--- config.mk ---
export PLATFORM = sky130hd
export DESIGN_NAME = counter_seek_controller_flat
export DESIGN_NICKNAME = d
export VERILOG_FILES = /design/src/rtl/counter_seek_controller_if.sv /design/src/rtl/counter_seek_controller.sv /design/src/flat_wrapper.sv
export SDC_FILE = /design/constraint.sdc
export NUM_CORES = 1
export LEC_CHECK = 0
export BUFFER_PORTS_ARGS = -buffer_cell sky130_fd_sc_hd__buf_4
export CORE_MARGIN = 2
export CORE_UTILIZATION = 38
export CTS_CLUSTER_SIZE = 10
export DETAILED_ROUTE_END_ITERATION = 8
export GPL_TIMING_DRIVEN = 1
export REMOVE_ABC_BUFFERS = 1
export SETUP_SLACK_MARGIN = 0.02
export SLEW_MARGIN = 20
export SYNTH_ARGS = -nofsm -noshare
export SYNTH_HDL_FRONTEND = slang
export SYNTH_SLANG_ARGS = --single-unit
--- constraint.sdc ---
create_clock -name iClk -period 4.36 [get_ports iClk]
set_input_delay 0.218 -clock iClk [delete_from_list [all_inputs] [get_ports iClk]]
set_output_delay 0.218 -clock iClk [all_outputs]
set_load 0.005 [all_outputs]
--- src/rtl/counter_seek_controller_if.sv ---
`default_nettype none
// ============================================================================
// Module   : counter_seek_controller_if
// Purpose  : Bundles the request handshake and the step-command bus of the
//            counter seek controller.
//   slave  (controller side): takes iReqValid/iTarget/iAbort, drives the rest
//   master (command source / datapath side): the opposite directions
// Signals  : iReqValid, iTarget[W], iAbort, oReqReady, oStepEn, oSkip, oRev,
//            oPos[W], oBusy, oDone, oErr (names from the controller's view)
// Revision : 1.0 - initial release
// ============================================================================
interface counter_seek_controller_if #(
  parameter int W = 5
) ();
  logic         iReqValid;
  logic [W-1:0] iTarget;
  logic         iAbort;
  logic         oReqReady;
  logic         oStepEn;
  logic         oSkip;
  logic         oRev;
  logic [W-1:0] oPos;
  logic         oBusy;
  logic         oDone;
  logic         oErr;

  modport slave (
    input  iReqValid, iTarget, iAbort,
    output oReqReady, oStepEn, oSkip, oRev, oPos, oBusy, oDone, oErr
  );

  modport master (
    output iReqValid, iTarget, iAbort,
    input  oReqReady, oStepEn, oSkip, oRev, oPos, oBusy, oDone, oErr
  );
endinterface
`default_nettype wire

--- src/rtl/counter_seek_controller.sv ---
`default_nettype none
// ============================================================================
// Module   : counter_seek_controller
// Purpose  : Walks an N_STATES skip/reverse ring counter to a requested target
//            by the fewest moves (+/-1 or +/-SKIP per cycle) and keeps a shadow
//            copy of the counter position.
// Ports    : iClk   - clock
//            iRst_n - asynchronous active-low reset
//            bus    - counter_seek_controller_if.slave (request handshake,
//                     abort, step commands, shadow position, status pulses)
// Revision : 1.0 - initial release
// ============================================================================
module counter_seek_controller #(
  parameter int N_STATES = 18,
  parameter int W        = 5,
  parameter int SKIP     = 3
) (
  input  wire logic                 iClk,
  input  wire logic                 iRst_n,
  counter_seek_controller_if.slave  bus
);

  typedef enum logic [1:0] {
    IDLE = 2'd0,
    MOVE = 2'd1,
    DONE = 2'd2
  } state_t;

  // All ring arithmetic is done one bit wider than the position so that
  // sums such as 17+3 and differences such as 1-3 never alias.
  localparam logic [W:0] C_N    = (W+1)'(N_STATES);
  localparam logic [W:0] C_SKIP = (W+1)'(SKIP);
  localparam logic [W:0] C_HALF = (W+1)'(N_STATES / 2);
  localparam logic [W:0] C_ONE  = (W+1)'(1);

  state_t       rState;
  state_t       wNextState;
  logic [W-1:0] rPos;
  logic [W-1:0] rTarget;
  logic         rErr;

  logic         wAccept;
  logic         wReject;
  logic         wStepEn;
  logic         wSkip;
  logic         wRev;

  logic [W:0]   wPosX;
  logic [W:0]   wTgtX;
  logic [W:0]   wFwdDist;
  logic [W:0]   wRevDist;
  logic [W:0]   wAmt;
  logic [W:0]   wSum;
  logic [W-1:0] wFwdPos;
  logic [W-1:0] wRevPos;
  logic [W-1:0] wNextPos;

  assign wPosX    = {1'b0, rPos};
  assign wTgtX    = {1'b0, rTarget};
  assign wFwdDist = (wTgtX >= wPosX) ? (wTgtX - wPosX) : (wTgtX + C_N - wPosX);
  assign wRevDist = C_N - wFwdDist;

  assign wAmt     = wSkip ? C_SKIP : C_ONE;
  assign wSum     = wPosX + wAmt;
  assign wFwdPos  = (wSum >= C_N) ? W'(wSum - C_N) : wSum[W-1:0];
  assign wRevPos  = (wPosX >= wAmt) ? W'(wPosX - wAmt) : W'(wPosX + C_N - wAmt);
  assign wNextPos = wRev ? wRevPos : wFwdPos;

  // Next-state and step decode. Step commands depend only on registered
  // state, position and target; iAbort may only suppress a step.
  always_comb begin
    wNextState = rState;
    wAccept    = 1'b0;
    wReject    = 1'b0;
    wStepEn    = 1'b0;
    wSkip      = 1'b0;
    wRev       = 1'b0;
    case (rState)
      IDLE: begin
        if (bus.iReqValid) begin
          if ({1'b0, bus.iTarget} < C_N) begin
            wAccept    = 1'b1;
            wNextState = MOVE;
          end else begin
            wReject    = 1'b1;
          end
        end
      end
      MOVE: begin
        if (bus.iAbort) begin
          wNextState = IDLE;
        end else if (wFwdDist == '0) begin
          wNextState = DONE;
        end else begin
          wStepEn = 1'b1;
          // Equal distance both ways resolves to forward.
          if (wFwdDist <= C_HALF) begin
            wSkip = (wFwdDist >= C_SKIP);
          end else begin
            wRev  = 1'b1;
            wSkip = (wRevDist >= C_SKIP);
          end
        end
      end
      DONE: begin
        wNextState = IDLE;
      end
      default: begin
        wNextState = IDLE;
      end
    endcase
  end

  always_ff @(posedge iClk or negedge iRst_n) begin
    if (!iRst_n) begin
      rState  <= IDLE;
      rPos    <= '0;
      rTarget <= '0;
      rErr    <= 1'b0;
    end else begin
      rState <= wNextState;
      rErr   <= wReject;
      if (wAccept) begin
        rTarget <= bus.iTarget;
      end
      if (wStepEn) begin
        rPos <= wNextPos;
      end
    end
  end

  assign bus.oReqReady = (rState == IDLE);
  assign bus.oStepEn   = wStepEn;
  assign bus.oSkip     = wSkip;
  assign bus.oRev      = wRev;
  assign bus.oPos      = rPos;
  assign bus.oBusy     = (rState == MOVE) || (rState == DONE);
  assign bus.oDone     = (rState == DONE);
  assign bus.oErr      = rErr;

endmodule
`default_nettype wire

--- src/flat_wrapper.sv ---
// flat-port wrapper written by rule: the top's interface ports become plain ports
module counter_seek_controller_flat 
#(
  parameter int N_STATES = 18,
  parameter int W        = 5,
  parameter int SKIP     = 3
)
  (iClk, iRst_n, bus_iReqValid, bus_iTarget, bus_iAbort, bus_oReqReady, bus_oStepEn, bus_oSkip, bus_oRev, bus_oPos, bus_oBusy, bus_oDone, bus_oErr);
  counter_seek_controller_if #(.W(W)) bus_i ();
  input  wire logic iClk;
  input  wire logic iRst_n;
  input wire logic [$bits(bus_i.iReqValid)-1:0] bus_iReqValid;
  input wire logic [$bits(bus_i.iTarget)-1:0] bus_iTarget;
  input wire logic [$bits(bus_i.iAbort)-1:0] bus_iAbort;
  output wire logic [$bits(bus_i.oReqReady)-1:0] bus_oReqReady;
  output wire logic [$bits(bus_i.oStepEn)-1:0] bus_oStepEn;
  output wire logic [$bits(bus_i.oSkip)-1:0] bus_oSkip;
  output wire logic [$bits(bus_i.oRev)-1:0] bus_oRev;
  output wire logic [$bits(bus_i.oPos)-1:0] bus_oPos;
  output wire logic [$bits(bus_i.oBusy)-1:0] bus_oBusy;
  output wire logic [$bits(bus_i.oDone)-1:0] bus_oDone;
  output wire logic [$bits(bus_i.oErr)-1:0] bus_oErr;
  assign bus_i.iReqValid = bus_iReqValid;
  assign bus_i.iTarget = bus_iTarget;
  assign bus_i.iAbort = bus_iAbort;
  assign bus_oReqReady = bus_i.oReqReady;
  assign bus_oStepEn = bus_i.oStepEn;
  assign bus_oSkip = bus_i.oSkip;
  assign bus_oRev = bus_i.oRev;
  assign bus_oPos = bus_i.oPos;
  assign bus_oBusy = bus_i.oBusy;
  assign bus_oDone = bus_i.oDone;
  assign bus_oErr = bus_i.oErr;
  counter_seek_controller #(.N_STATES(N_STATES), .W(W), .SKIP(SKIP)) u_core (.iClk(iClk), .iRst_n(iRst_n), .bus(bus_i));
endmodule
-- Word level (Yosys, flattened, before mapping)
Index checks and enable logic that the tools add are counted.
- register bits: 13
- bits of input ports: 9
- output and inout bits: 12
- logic and storage cells: 56
- add/subtract/negate cells: 9
- order comparisons: 7
- equal/unequal tests: 5
- muxes and demuxes: 27
- reductions and logical operators: 4
- operator list (cell ; number):
    two-way mux 1 bit ; 17
    two-way mux 5 bit ; 3
    >= comparator 6 x 2 -> 1 bit (second input constant) ; 2
    two-way mux 2 bit ; 5
    subtractor 5 bit ; 2
    adder 5 x 2 -> 6 bit ; 1
    adder 5 x 5 -> 6 bit (second input constant) ; 1
    >= comparator 5 x 6 -> 1 bit ; 1
    >= comparator 6 x 5 -> 1 bit (second input constant) ; 1
    less-or-equal comparator 6 x 4 -> 1 bit (second input constant) ; 1
    zero test 6 bit ; 1
    two-way mux 6 bit ; 1
    subtractor 5 x 5 -> 6 bit ; 1
    subtractor 5 x 6 -> 6 bit (first input constant) ; 1
    subtractor 6 x 5 -> 6 bit ; 1
    adder 5 bit (second input constant) ; 1
    >= comparator 5 bit ; 1
    less-than comparator 5 bit (second input constant) ; 1
    subtractor 5 bit (second input constant) ; 1
    case mux 2 bit (2 select lines) ; 1
    != test 3 x 2 -> 1 bit (second input constant) ; 1
    AND reduction 3 bit ; 1
    == test 2 x 1 -> 1 bit (second input constant) ; 1
    == test 2 bit (second input constant) ; 1
    other kinds (4) ; 4

-- Longest topological paths before layout
Gate-level depths: netlist (run 1).
- depth after elaboration: 14
- gate-level depth with buffers: 25

-- Worst setup path before layout (run 1)
No wires, ideal clock.
- path type: reg2reg
- from: register u_core.rPos[2] (netlist: u_core.bus.oPos[2])
- to: register u_core.rPos[1] (netlist: u_core.bus.oPos[1])
- setup time: 0.082 ns
- data arrival time: 4.772 ns
- setup slack: -0.494 ns
- stages on the path, launching flop included: 23
- path buffers: 2
- cells stage by stage: dfrtp_1 -> clkbuf_1 -> inv_1 -> ha_1 -> buf_6 -> xnor2_1 -> ha_1 -> o21a_1 -> or2_1 -> o32a_1 -> a21oi_1 -> a41o_2 -> inv_4 -> o21ai_1 -> inv_1 -> fa_1 -> xnor2_1 -> nand2_1 -> a211oi_1 -> o22ai_1 -> or3_4 -> a21o_1 -> a31oi_1
- elaborated cells between the ends (all ways): 30
- those cells by class: add/sub (7); order compare (6); mux (16); reduce/logical (1)
- RTL lines (what ; line ; source):
    from (decl) ; counter_seek_controller.sv:38 ; logic [W-1:0] rPos;
    from (signal assigned) ; counter_seek_controller.sv:127 ; rPos <= wNextPos;
    subtractor 6 x 5 -> 6 bit (tied with other cells) ; counter_seek_controller.sv:60 ; assign wFwdDist = (wTgtX >= wPosX) ? (wTgtX - wPosX) : (wTgtX + C_N - wPosX);
    two-way mux 6 bit (*) ; counter_seek_controller.sv:60 ;
    zero test 6 bit (*) ; counter_seek_controller.sv:92 ; end else if (wFwdDist == '0) begin
    two-way mux 1 bit (*) ; counter_seek_controller.sv:92 ;
    two-way mux 1 bit (*) ; counter_seek_controller.sv:90 ; if (bus.iAbort) begin
    two-way mux 1 bit (*) ; counter_seek_controller.sv:78 ; case (rState)
    named net bus_oStepEn ; flat_wrapper.sv:16 ; output wire logic [$bits(bus_i.oStepEn)-1:0] bus_oStepEn;
The timed path passes the listed nets; every way through them passes the cells marked *.
A chain may end at the register's enable or synchronous reset.

-- Worst setup path after layout (run 1)
- from: register u_core.rPos[3] (netlist: u_core.bus.oPos[3])
- to: register u_core.rPos[1] (netlist: u_core.bus.oPos[1])
- word-level cells in the longest chain between the ends: 13
- elaborated cells between the ends (all ways): 30
- those cells by class: add/sub (7); order compare (6); mux (16); reduce/logical (1)
- RTL lines (what ; line ; source):
    subtractor 6 x 5 -> 6 bit (tied with other cells) ; counter_seek_controller.sv:60 ;
    two-way mux 6 bit ; counter_seek_controller.sv:60 ;
    subtractor 5 x 6 -> 6 bit ; counter_seek_controller.sv:61 ; assign wRevDist = C_N - wFwdDist;
    >= comparator 6 x 2 -> 1 bit ; counter_seek_controller.sv:101 ; wSkip = (wRevDist >= C_SKIP);
    two-way mux 1 bit ; counter_seek_controller.sv:97 ; if (wFwdDist <= C_HALF) begin
    two-way mux 1 bit ; counter_seek_controller.sv:92 ;
    two-way mux 1 bit ; counter_seek_controller.sv:90 ;
    two-way mux 1 bit ; counter_seek_controller.sv:78 ;
    two-way mux 2 bit ; counter_seek_controller.sv:63 ; assign wAmt = wSkip ? C_SKIP : C_ONE;
    adder 5 x 2 -> 6 bit ; counter_seek_controller.sv:64 ; assign wSum = wPosX + wAmt;
    subtractor 5 bit or >= comparator 6 x 5 -> 1 bit (tied branches) ; counter_seek_controller.sv:65 ; assign wFwdPos = (wSum >= C_N) ? W'(wSum - C_N) : wSum[W-1:0];
    two-way mux 5 bit ; counter_seek_controller.sv:65 ;
    two-way mux 5 bit ; counter_seek_controller.sv:67 ; assign wNextPos = wRev ? wRevPos : wFwdPos;
Parallel ways exist; a longest one is shown, timed or not.

==> flow_summary.ini, run 1 <==
[cts]
cts_buffers = 3
root_buffer = clkbuf_8
clk_pin_slew_ns = 0.05
cts_buffer_depth = 2
cts.sinks = 13
clkLatencyLatePin_ns = 0.24
cts_max_level = 1
cts_tree = built

[worst_hold_path]
whs_endpoint = u_core.rTarget[0]
worstHoldPathCells = 3
min-delay-start = bus_iTarget[0]
hp-class = in2reg

[placed_design]
dp_hpwl_mm = 3.595
io_buffers = 20
dp.cells = 292
gp_congestion = 0.8491
placedInstanceArea_um2 = 2121
dp_slack_ns = -0.03211

[synthesis]
synth_area_um2 = 1748
ys.warnings.count = 0
synth_seq_cells = 13
async_flop_share_pct = 100.0
yosysUniqueCellTypes = 55
synthCells = 199
synth_ff_type = dfrtp_1
yosysSeqAreaShare_pct = 18.61
syn_avg_cell_area_um2 = 8.784
synth_edf_count = 0

[timing]
final_hold_viol_count = 0
layout_setup_ws_ns = 0.1869
post-route-period-util_pct = 95.71
drv_slew = 0
timing.hold.ws_ns = 0.1920
finClkSkew_ns = 0.005290
fmax_ghz = 0.2396
slew-limit-headroom_pct = 70.56
finalSetupViolations = 0
worst_pin_slew_ns = 0.4406
min_period_ns = 4.173

[critical_path]
required_ns = 4.52
path_cells = inv_2 > ha_2 > inv_2 > fa_2 > a21o_1 > o21a_1 > o31a_1 > and2_1 > a41o_2 > inv_4 > o21ai_2 > inv_2 > fa_2 > inv_2 > nand2_1 > a211oi_2 > o22ai_2 > or3_4 > a21o_1 > a31oi_1
r2r-start = u_core.bus.oPos[3]
cp_max_fo = 4
path_class = reg2reg
cpMostUsedCell = inv_2
endpoint_kind = flop
reg2regPathDepth = 20
slowest_stage = fa_2
start_kind = flop
path_buf_inv = 5
reg2reg_to = u_core.bus.oPos[1]
critPathArrivalTime_ns = 4.33
cpPeakStageDelay_ns = 0.47
cp_top_family = compound AO/OA/AOI/OAI gates
reg2reg_slack_ns = 0.19

[grt]
antenna_found_initial = 0
grt.total_usage_pct = 18.03
grt_max_degree = 14
grt_pass1_vias = 1485
grt_overflow_total = 0
grt_pass1_wl_mm = 7.389

[routing]
postRouteAntennaNets = 0
drc = 0
drt_wl_total_mm = 4.553
viasPerCell = 5.313
post_drt_wl_per_cell_um = 15.18
vias = 1594
drtIter0Drc = 51
drt-pass1-iter-count = 4

[die]
core_region_area_um2 = 4384
io_pins = 21
die_h_um = 71.82
die_w_um = 71.82
rows = 24
initial_core_util_pct = 39.87
dieArea_um2 = 5158

[final_layout]
layout_common_cells = buf_4 (48), ha_1 (19)
final_common_cell = buf_4
final-seq-area_um2 = 325.3
drive_gt1_share_pct = 37.50
layout.nets = 289
antenna_cells = 0
multi_input_area_um2 = 1448
finalNonFillerCells = 300
stdcell_area_um2 = 2327
fillCellCount = 410
area_growth_syn_to_layout_pct = 33.14

[run_status]
outcome = completed

[run]
drv_cap = 0
metal layers:
| layer | global-route usage [%] | vias up | routed length, µm |
|---|---|---|---|
| met3 | 2.110 | 4 | 92 |
| met5 | 0 | - | 0 |
| li1 | - | 810 | - |
| met4 | 2.516 | 0 | 38 |
| met2 | 28.91 | 29 | 2210 |
| met1 | 26.68 | 751 | 2211 |
cells by family (layout without fill, tap and decap cells):
family	Yosys count	count (layout)	share of synthesized area (%)
fa+ha+maj	31	31	24.34
flops	13	13	18.61
simple gates	54	54	16.46
compound gates	62	62	26.20
mux	4	4	2.434
buf+inv	23	72	5.941
xor+xnor	12	12	6.013
worst max-delay path by stage:
| stage | endpoint | depth (start not counted) | from |
|---|---|---|---|
| floorplan | u_core.bus.oPos[1] | 20 | u_core.bus.oPos[2] |
| global placement | u_core.bus.oPos[1] | 21 | u_core.bus.oPos[1] |
| detailed placement | u_core.bus.oPos[1] | 21 | u_core.bus.oPos[1] |
| CTS | u_core.bus.oPos[1] | 21 | u_core.bus.oPos[1] |
| global route | u_core.bus.oPos[1] | 21 | u_core.rTarget[0] |
| finish | u_core.bus.oPos[1] | 20 | u_core.bus.oPos[3] |
worst min-delay path: cells and delay by family:
kind | cells | cell delay (ns)
AND/OR/NAND/NOR | 1 | 0.03
AO/OA/AOI/OAI | 1 | 0.06
buffers and inverters | 1 | 0.08
repair_timing:
action / in CTS / in global routing
resized for setup: 3 / 28
endpoints found under the hold margin: 13 / 0
endpoints found under the setup margin: 2 / 4
pin swaps: 2 / 13
buffers inserted: 1 / 2
hold buffers: 1 / 0
state kept, by name (all words and copies together) (netlist names):
| name | count |
|---|---|
| u_core.bus.oPos | 5 |
| u_core.rState | 2 |
| u_core.rTarget | 5 |
| u_core.bus.oErr | 1 |
area by class of cell:
type                    instances  area share [%]
inverters                      19           3.172
repair buffers                 49           15.91
multi-input cells             163           62.20
flip-flops and latches         13           13.98
clock buffers                   4           1.935
well taps                      52           2.796
cell usage after synthesis (2+ instances only):
library cell / count / area share, %
o211a_1: 2 / 1.1
inv_1: 18 / 3.9
fa_1: 5 / 5.7
buf_6: 2 / 1.3
o21ai_1: 4 / 1.1
nand2b_1: 2 / 0.72
a21boi_0: 2 / 0.86
o21a_1: 4 / 1.7
nand2_1: 14 / 3.0
a211oi_1: 2 / 0.86
xnor2_1: 10 / 5.0
and2_1: 3 / 1.1
o21ai_0: 7 / 2.0
o211ai_1: 3 / 1.3
mux2_2: 2 / 1.3
o31ai_1: 2 / 0.86
nor2_1: 13 / 2.8
clkbuf_1: 2 / 0.43
nor3_1: 5 / 1.4
mux2i_1: 2 / 1.1
o22ai_1: 3 / 1.1
a21o_1: 3 / 1.3
and3_1: 2 / 0.72
ha_1: 26 / 19
nor2b_1: 4 / 1.4
xor2_1: 2 / 1.0
dfrtp_1: 13 / 19
a21oi_1: 10 / 2.9
a31oi_1: 6 / 2.1
metrics by stage:
step / TNS [ns] / util, %
floorplan: -1.040 / -
global placement: 0 / 48.37
detailed placement: -0.05430 / 48.37
CTS: 0 / 50.11
global route: -0.02034 / 53.08
finish: 0 / 53.08
Power of run 1 is left out: the tool's default activity adds up to more than one toggle a clock period on the data nets, which glitch-free logic cannot reach.
==> run 2: changes to the inputs <==
RECOVER_POWER = 100   (was not set)
REMOVE_ABC_BUFFERS = not set   (was 1)
==> run 2 against run 1 <==
Against the previous run:
- die area is the same
- first-iteration DRC count increased by 33%
- via count is 3.1% higher
- critical endpoint is now u_core.bus.oPos[3]
- setup slack got worse by 0.12 ns
- clock skew fell by 0.0012 ns
- final area grew 5.7%
- critical path type unchanged
- critical path depth increased by 3
- register-to-register slack worse by 0.12 ns
- utilization increased by 3.0 points
==> flow_summary.ini, run 2 (same netlist as run 1, synthesis figures left out) <==
[grt]
grt.total_usage_pct = 19.11
grt_overflow_total = 0
antenna_found_initial = 0
grt_max_degree = 14
grt_pass1_wl_mm = 7.769
grt_pass1_vias = 1590

[critical_path]
cpMostUsedCell = ha_4
path_buf_inv = 6
start_kind = flop
reg2regPathDepth = 23
required_ns = 4.54
path_cells = inv_4 > ha_4 > inv_2 > ha_4 > ha_4 > o211a_1 > o21a_1 > o31a_1 > and2_4 > a41o_4 > inv_8 > o21ai_4 > inv_4 > fa_2 > inv_2 > nand2_1 > a211oi_2 > o22ai_2 > and3_4 > buf_4 > o2111ai_2 > o21ai_1 > a21boi_2
critPathArrivalTime_ns = 4.47
slowest_stage = fa_2
cp_top_family = compound AO/OA/AOI/OAI gates
reg2reg_slack_ns = 0.07
endpoint_kind = flop
crit_start = u_core.bus.oPos[1]
cp_max_fo = 5
r2r-start = u_core.bus.oPos[1]
worst-path-stages = 23
reg2reg_to = u_core.bus.oPos[3]
cp-endpoint = u_core.bus.oPos[3]
path_class = reg2reg
cpPeakStageDelay_ns = 0.43

[die]
die_h_um = 71.82
initial_core_util_pct = 39.87
die_w_um = 71.82
dieArea_um2 = 5158
rows = 24
core_region_area_um2 = 4384
io_pins = 21

[final_layout]
final_common_cell = buf_4
layout_common_cells = buf_4 (46), ha_1 (18), nand2_1 (13)
stdcell_area_um2 = 2460
antenna_cells = 0
drive_gt1_share_pct = 42.17
area_growth_syn_to_layout_pct = 40.73
layout.nets = 290

[routing]
post_drt_wl_per_cell_um = 16.84
drtIter0Drc = 68
postRouteAntennaNets = 0
drt_wl_total_mm = 5.069
drt-pass1-iter-count = 4
vias = 1644
drc = 0
viasPerCell = 5.462

[run]
drv_cap = 0

[cts]
root_buffer = clkbuf_8
cts_buffers = 3
cts_max_level = 1
cts_tree = built
clk_pin_slew_ns = 0.06
cts_buffer_depth = 2
cts.sinks = 13
clkLatencyLatePin_ns = 0.25

[timing]
fmax_ghz = 0.2329
worst_pin_slew_ns = 0.7859
drv_slew = 0
min_period_ns = 4.294
finalSetupViolations = 0
finClkSkew_ns = 0.004056
setup-tns-final_ns = 0
layout_setup_ws_ns = 0.06565
rsz0062_at_grt = true
final_hold_viol_count = 0
post-route-period-util_pct = 98.49
slew-limit-headroom_pct = 47.61

[worst_hold_path]
hp-class = in2reg

[synthesis]
syn_nets = 239

[run_status]
outcome = completed

[placed_design]
placedInstanceArea_um2 = 2170
dp_slack_ns = -0.06541
io_buffers = 20
gp_congestion = 0.8617
dp_hpwl_mm = 3.775
[run 2: changes by cell type in the layout (fill, tap and decap cells not counted), moves of 3 or more]
cell and change:
dfrtp_1 -3, ha_2 -4, ha_4 +5, dfrtp_2 +3
[run 2: per-stage QoR]
step           utilization, %  std cells  hold WS [ns]
2_1_floorplan               -        199      -0.07759
3_3_place_gp            49.49        285       0.07779
3_5_place_dp            49.49        285       0.07798
4_1_cts                 51.31        292        0.1877
5_1_grt                 56.11        301        0.1943
6_report                56.11        301        0.1916
[run 2: what timing repair did]
action                                  in CTS  in global routing
gates resized for setup                      2                 32
setup buffers                                2                  9
hold endpoints to repair                    13                  0
endpoints found under the setup margin       2                  4
pin swaps                                    6                 17
hold buffers                                 1                  0
[run 2: final cells by class]
| class | count | area, µm² |
|---|---|---|
| well taps | 52 | 65.06 |
| multi-input cells | 163 | 1551 |
| repair buffers | 50 | 381.6 |
| flip-flops and latches | 13 | 329.1 |
| inverters | 19 | 86.33 |
| fillers | 401 | 1924 |
| clock buffers | 3 | 41.29 |
| clock inverters | 1 | 5.005 |
[run 2: worst register-to-register path, delay by kind of cell (launching register included)]
kind / cells / cell delay [ns]
AO/OA/AOI/OAI: 10 / 1.86
adder cells (fa/ha/maj): 4 / 1.02
buffers and inverters: 6 / 0.47
flip-flops: 1 / 0.41
AND/OR/NAND/NOR: 3 / 0.45
[run 2: how the worst min path moves through the flow]
stage | to | slack (ns) | from | cells past startpoint
floorplan | u_core.bus.oErr | -0.08 | iRst_n | 0
global placement | u_core.rState[1] | 0.08 | iRst_n | 1
detailed placement | u_core.rState[1] | 0.08 | iRst_n | 1
CTS | u_core.rTarget[0] | 0.19 | bus_iTarget[0] | 3
global route | u_core.rTarget[1] | 0.19 | bus_iTarget[1] | 3
finish | u_core.rTarget[0] | 0.19 | bus_iTarget[0] | 3
[run 2: routing by layer]
layer	track usage, %	routed length [µm]
met5	0	0
met4	3.774	51
met3	2.250	178
met2	32.10	2449
met1	26.59	2391
Power of run 2 is left out for the same reason.
